File: src/rtl/gear_mode_ctrl.sv
// Gear selector for the mode digit: turns P/R/D button edges into legal gear
// changes under ignition, brake and stopped interlocks, with error hold and lockout.
module gear_mode_ctrl #(
  parameter int LOCKOUT_CYCLES = 8,
  parameter int ERR_CYCLES     = 16,
  parameter int CNT_W          = 8
) (
  input  logic       clk,
  input  logic       reset,
  input  logic       ign_on,
  input  logic       brake,
  input  logic       stopped,
  input  logic       btn_up,
  input  logic       btn_down,
  output logic [1:0] mode,
  output logic       leading_zero,
  output logic       shift_ok,
  output logic       shift_err
);

  typedef enum logic [1:0] {
    ST_OFF   = 2'd0,
    ST_PARK  = 2'd1,
    ST_REV   = 2'd2,
    ST_DRIVE = 2'd3
  } gear_state_t;

  localparam logic [CNT_W-1:0] CNT_ZERO  = '0;
  localparam logic [CNT_W-1:0] CNT_ONE   = CNT_W'(1);
  localparam logic [CNT_W-1:0] LOCK_LOAD = CNT_W'(LOCKOUT_CYCLES);
  localparam logic [CNT_W-1:0] ERR_LOAD  = CNT_W'(ERR_CYCLES);

  gear_state_t      state_reg, state_next;
  logic             btn_up_q, btn_down_q;
  logic [CNT_W-1:0] lock_cnt_reg, lock_cnt_next;
  logic [CNT_W-1:0] err_cnt_reg, err_cnt_next;
  logic             leading_zero_reg;
  logic             shift_ok_reg, shift_ok_next;
  logic             shift_err_reg;

  logic up_e, down_e;
  logic up_legal, down_legal;

  assign up_e   = btn_up & ~btn_up_q;
  assign down_e = btn_down & ~btn_down_q;

  // Interlocks that make each direction legal from the current gear.
  always_comb begin
    up_legal   = 1'b0;
    down_legal = 1'b0;
    case (state_reg)
      ST_PARK:  up_legal = brake;
      ST_REV: begin
        up_legal   = stopped;
        down_legal = stopped & brake;
      end
      ST_DRIVE: down_legal = stopped;
      default: begin
        up_legal   = 1'b0;
        down_legal = 1'b0;
      end
    endcase
  end

  always_comb begin
    state_next    = state_reg;
    shift_ok_next = 1'b0;
    lock_cnt_next = (lock_cnt_reg != CNT_ZERO) ? lock_cnt_reg - CNT_ONE : CNT_ZERO;
    err_cnt_next  = (err_cnt_reg != CNT_ZERO) ? err_cnt_reg - CNT_ONE : CNT_ZERO;

    if (!ign_on && stopped) begin
      state_next = ST_OFF;
    end else if (state_reg == ST_OFF) begin
      if (ign_on && brake) state_next = ST_PARK;
    end else if (up_e && down_e) begin
      err_cnt_next = ERR_LOAD;
    end else if (lock_cnt_reg != CNT_ZERO) begin
      state_next = state_reg;
    end else if (up_e) begin
      if (up_legal) begin
        state_next    = gear_state_t'(state_reg + 2'd1);
        shift_ok_next = 1'b1;
        lock_cnt_next = LOCK_LOAD;
        err_cnt_next  = CNT_ZERO;
      end else begin
        err_cnt_next = ERR_LOAD;
      end
    end else if (down_e) begin
      if (down_legal) begin
        state_next    = gear_state_t'(state_reg - 2'd1);
        shift_ok_next = 1'b1;
        lock_cnt_next = LOCK_LOAD;
        err_cnt_next  = CNT_ZERO;
      end else begin
        err_cnt_next = ERR_LOAD;
      end
    end
  end

  // Buttons held through reset must not look like fresh presses, so the
  // edge history resets high.
  always_ff @(posedge clk) begin
    if (reset) begin
      state_reg        <= ST_OFF;
      btn_up_q         <= 1'b1;
      btn_down_q       <= 1'b1;
      lock_cnt_reg     <= CNT_ZERO;
      err_cnt_reg      <= CNT_ZERO;
      leading_zero_reg <= 1'b1;
      shift_ok_reg     <= 1'b0;
      shift_err_reg    <= 1'b0;
    end else begin
      state_reg        <= state_next;
      btn_up_q         <= btn_up;
      btn_down_q       <= btn_down;
      lock_cnt_reg     <= lock_cnt_next;
      err_cnt_reg      <= err_cnt_next;
      leading_zero_reg <= (state_next == ST_OFF);
      shift_ok_reg     <= shift_ok_next;
      shift_err_reg    <= (err_cnt_next != CNT_ZERO);
    end
  end

  assign mode         = state_reg;
  assign leading_zero = leading_zero_reg;
  assign shift_ok     = shift_ok_reg;
  assign shift_err    = shift_err_reg;

endmodule

File: config.mk
export PLATFORM = sky130hd
export DESIGN_NAME = gear_mode_ctrl
export DESIGN_NICKNAME = d
export VERILOG_FILES = /design/src/rtl/gear_mode_ctrl.sv
export SDC_FILE = /design/constraint.sdc
export NUM_CORES = 1
export LEC_CHECK = 0
export ABC_AREA = 1
export BUFFER_PORTS_ARGS = -buffer_cell sky130_fd_sc_hd__buf_2
export CAP_MARGIN = 40
export CORE_MARGIN = 2
export CORE_UTILIZATION = 35
export DETAILED_ROUTE_END_ITERATION = 10
export PLACE_DENSITY = 0.51
export RECOVER_POWER = 100
export SKIP_CTS_REPAIR_TIMING = 1
export SYNTH_ARGS = -nofsm -noshare
export SYNTH_HDL_FRONTEND = slang
export SYNTH_SLANG_ARGS = --single-unit
File: constraint.sdc
create_clock -name clk -period 3.2 [get_ports clk]
set_clock_uncertainty 0.15 [all_clocks]
set_input_delay 0.16 -clock clk [delete_from_list [all_inputs] [get_ports clk]]
set_output_delay 0.16 -clock clk [all_outputs]
set_load 0.05 [all_outputs]
---- After elaboration in Yosys (flattened, before gate mapping) ----
Cells that the tools add are included.
word-level totals
  bits in registers ....................... 23
  output and inout port bits .............. 5
  bits of input ports ..................... 7
cells by class
  bitwise gates (word level) .............. 5
  reduce and logical (&&, ||, !) cells .... 10
  mux-type cells .......................... 33
  equality and inequality tests ........... 3
  add/subtract/negate cells ............... 4
operator list
  cell                                                 count
  two-way mux 8 bit                                    16
  nonzero test 8 bit                                   3
  two-way mux 2 bit                                    9
  subtractor 8 x 1 -> 8 bit, second input constant     2
  two-way mux 5 bit                                    2
  OR reduction 5 bit                                   1
  equality test 2 bit, second input constant           2
  logical NOT 2 bit                                    2
  two-way mux 1 bit                                    4
  case mux 1 bit (2 select lines)                      2
  bitwise AND 1 bit                                    3
  logical AND 1 bit                                    3
  adder 2 x 1 -> 2 bit, second input constant          1
  equality test 2 x 1 -> 1 bit, second input constant  1
  NOT 1 bit                                            2
  subtractor 2 x 1 -> 2 bit, second input constant     1
  logical NOT 1 bit                                    1

---- Logic depth before layout (Yosys ltp) ----
  depth after elaboration ................. 10
  depth in mapped cells ................... 12

---- Least setup slack after synthesis ----
No wires, ideal clock.
  kind .................................... register -> register
  from .................................... reg state_reg[0], in the netlist mode[0]
  to ...................................... reg shift_err_reg, in the netlist shift_err
  period minus slack after synthesis ...... 2121 ps
  data required time ...................... 2936 ps
  cell stages (with the launch flop) ...... 13
  slack ................................... 1079 ps
  arrival ................................. 1857 ps
  path buffers ............................ 0
  path through ............................ dfxtp_1 > inv_1 > ha_1 > inv_1 > nand2_1 > a21oi_2 > nand2_4 > nand3_1 > nand2_1 > nor2_1 > nand2_1 > nand2_1 > nand2_1
on the way
  cells in the longest elaborated chain, start to end .. 10
RTL lines
  item                             RTL line  source
  start, declared                  33        gear_state_t state_reg, state_next;
  start signal, assigned           113       state_reg <= state_next;
  equality test 2 bit              51        case (state_reg)
  case mux 1 bit (2 select lines)  51
  two-way mux 5 bit                89        if (down_legal) begin
  two-way mux 8 bit                88        end else if (down_e) begin
  two-way mux 8 bit                79        end else if (up_e) begin
  two-way mux 8 bit                77        end else if (lock_cnt_reg != CNT_ZERO) begin
  two-way mux 8 bit                75        end else if (up_e && down_e) begin
  two-way mux 8 bit (*)            73        end else if (state_reg == ST_OFF) begin
  two-way mux 8 bit (*)            71        if (!ign_on && stopped) begin
  nonzero test 8 bit (*)           120       shift_err_reg <= (err_cnt_next != CNT_ZERO);
  end signal, assigned             120
  end, declared                    39        logic shift_err_reg;
Mark *: on every way between the ends. The rest lies on a longest branch, timed or not.
A chain may end at the register's enable or synchronous reset.

---- Worst setup path after layout ----
Ends and elaborated chain as after synthesis.

==> flow_summary.json <==
{
  "grt_pass1_vias": 1070,
  "hold_viol": 0,
  "rows": 22,
  "antenna_found_initial": 0,
  "place_congestion": 0.837,
  "cts_tree": "yes",
  "die_w_um": 65.2,
  "yosysSeqAreaShare_pct": 35.2,
  "fillers": 397,
  "syn-cell-area_mm2": 0.00131,
  "dpl.hpwl_um": 1980,
  "cp_max_fo": 7,
  "synth_cells": 180,
  "worstMarginPinSlew_ns": 0.612,
  "yosysTopAreaCellShare_pct": 35.2,
  "n_antenna_cell": 0,
  "grtUsageTotal_pct": 13.7,
  "multiInputGateArea_um2": 743,
  "path_clk_slew_ns": 0.09,
  "yosys-top-cells-area": "dfxtp_1 (35%), nand2_1 (10%), nor2_1 (8.6%), ha_1 (7.6%), inv_1 (5.7%)",
  "clk_latency_ns": 0.27,
  "vias": 1127,
  "critPathTopFamily": "simple AND/OR/NAND/NOR gates",
  "post_drt_wl_per_cell_um": 10.4,
  "status": "finished, final reports clean",
  "dr.pass1.iters": 4,
  "critPathKind": "reg2reg",
  "synth_seq_cells": 23,
  "place_area_mm2": 0.00142,
  "period_minus_slack_ns": 2.04,
  "grt_pass1_wl_um": 4520,
  "post-route-period-util_pct": 63.7,
  "fin_area_mm2": 0.00146,
  "instances_no_fill": 244,
  "crit_buf_inv": 2,
  "yosysWarnings": 0,
  "placed_cells": 238,
  "cts_buffer_depth": 2,
  "vdd_drop_max_v": 0.000344,
  "hold_path.class": "in2reg",
  "remaining_drc_errors": 0,
  "via_per_inst": 4.62,
  "max_stage_delay_ns": 0.46,
  "drtIter0Drc": 95,
  "slowest_stage": "dfxtp_1",
  "cts_inserted_buffers": 3,
  "power_switching_share_pct": 45.4,
  "areaGrowthSynthToFinish_pct": 11.9,
  "synth_top_cell_by_area": "dfxtp_1",
  "layout_common_cells": "nand2_1 (38), nor2_1 (31), dfxtp_1 (23)",
  "dieArea_mm2": 0.00424,
  "maxCapViolCount": 0,
  "rsz0062_at_grt": "no",
  "end_kind": "register",
  "required_ns": 3.22,
  "dp_slack_ns": 1.27,
  "pwr-share-clk_pct": 14.2,
  "finalSetupTns_ns": 0,
  "htree_levels": 1,
  "numPortBuffers": 11,
  "grt_max_degree": 14,
  "fin_nets": 212,
  "core_area_mm2": 0.00363,
  "fmax_ghz": 0.491,
  "ant_nets": 0,
  "maxSlewHeadroom_pct": 59.4,
  "power_frac_seq_pct": 33.3,
  "initial_core_util_pct": 36.0,
  "clockRootBuffer": "clkbuf_8",
  "power_frac_comb_pct": 52.5,
  "finalWorstSetupSlack_ns": 1.16,
  "p_leak_nw": 0.707,
  "io_pins": 12,
  "intPower_w": 0.000731,
  "synth_nets": 195,
  "crit_path_start_kind": "register",
  "p_per_area_mw_per_mm2": 915,
  "mostFrequentLayoutCell": "nand2_1",
  "drive_gt1_share_pct": 13.3,
  "finalSetupViolations": 0,
  "critPathMostFrequentCell": "nand2_1",
  "routed_wl_um": 2540,
  "cts.sinks": 23,
  "die_h_um": 65.2,
  "worstPathCellList": "inv_1 > ha_1 > inv_1 > nand2_1 > a21oi_1 > nand2_4 > nand3_1 > nand2_1 > nor2_1 > nand2_1 > nand2_1 > nand2_1",
  "switchingPower_w": 0.000609,
  "synth.distinct_cells": 28,
  "finish.utilization_pct": 40.3,
  "grt_overflow": 0,
  "syn_area_per_cell_um2": 7.27,
  "slew_viol_final": 0,
  "seq_area_um2": 460,
  "worstPathArrival_ns": 2.06
}
==> cell usage after synthesis <==
master	n
nor3_1	3
inv_2	3
or2_2	1
o21ai_4	1
nor4_1	1
dfxtp_1	23
inv_1	20
o21ai_1	1
o22ai_1	1
a21oi_2	2
nor2_2	4
xor2_1	5
nand2_4	3
nor2_4	3
nand3_2	1
clkbuf_1	1
nand3_1	12
nand2_1	36
nor2_1	30
o211ai_1	1
nand4_1	1
and2_4	1
ha_1	8
o21ai_0	5
nand2_2	4
a21o_1	1
xnor2_1	3
a21oi_1	5
==> area by class of cell <==
| cell class | instances | area share [%] |
|---|---|---|
| repair buffers | 13 | 4.62 |
| clock buffers | 3 | 2.82 |
| flip-flops and latches | 23 | 31.5 |
| well taps | 48 | 4.10 |
| clock inverters | 1 | 0.342 |
| inverters | 23 | 5.90 |
| multi-input cells | 133 | 50.8 |
==> per-layer routing <==
layer	part of all wire [%]	wire (um)	global-route usage, %
met1	47	1200	16.8
met2	48	1210	23.6
met3	3.5	88	3.08
met4	1.4	35	4.69
met5	0	0	0
==> worst paths after layout <==
check / slack [ns] / from / to / depth (start not counted)
worst max-delay path: 1.16 / mode[0] / shift_err / 12
worst min-delay path: 0.05 / reset / err_cnt_reg[0] / 2
worst min register to register: 0.31 / lock_cnt_reg[0] / lock_cnt_reg[0] / 1
worst max register to register: 1.16 / mode[0] / shift_err / 12
==> through the flow <==
step | total power (W) | hold WS (ns)
floorplan | 0.00104 | 0.107
global placement | 0.00117 | 0.218
detailed placement | 0.00117 | 0.227
CTS | 0.00136 | -0.0627
global route | 0.00148 | 0.0607
finish | 0.00134 | 0.0506
==> cell families after synthesis <==
logic type	count (synthesis)	synth area share [%]
XOR/XNOR	8	5.35
flip-flops	23	35.2
buffers and inverters	24	6.88
AND/OR/NAND/NOR	100	36.5
adder cells (fa/ha/maj)	8	7.65
AO/OA/AOI/OAI	17	8.41
==> power groups by stage <==
stage / logic (W) / clock network [W] / registers (W)
floorplan: 0.000569 / 0 / 0.000472
global placement: 0.000720 / 0 / 0.000451
detailed placement: 0.000719 / 0 / 0.000452
CTS: 0.000722 / 0.000196 / 0.000446
global route: 0.000813 / 0.000204 / 0.000460
finish: 0.000703 / 0.000191 / 0.000446
Note: power is estimated with default switching activity, not from simulation.
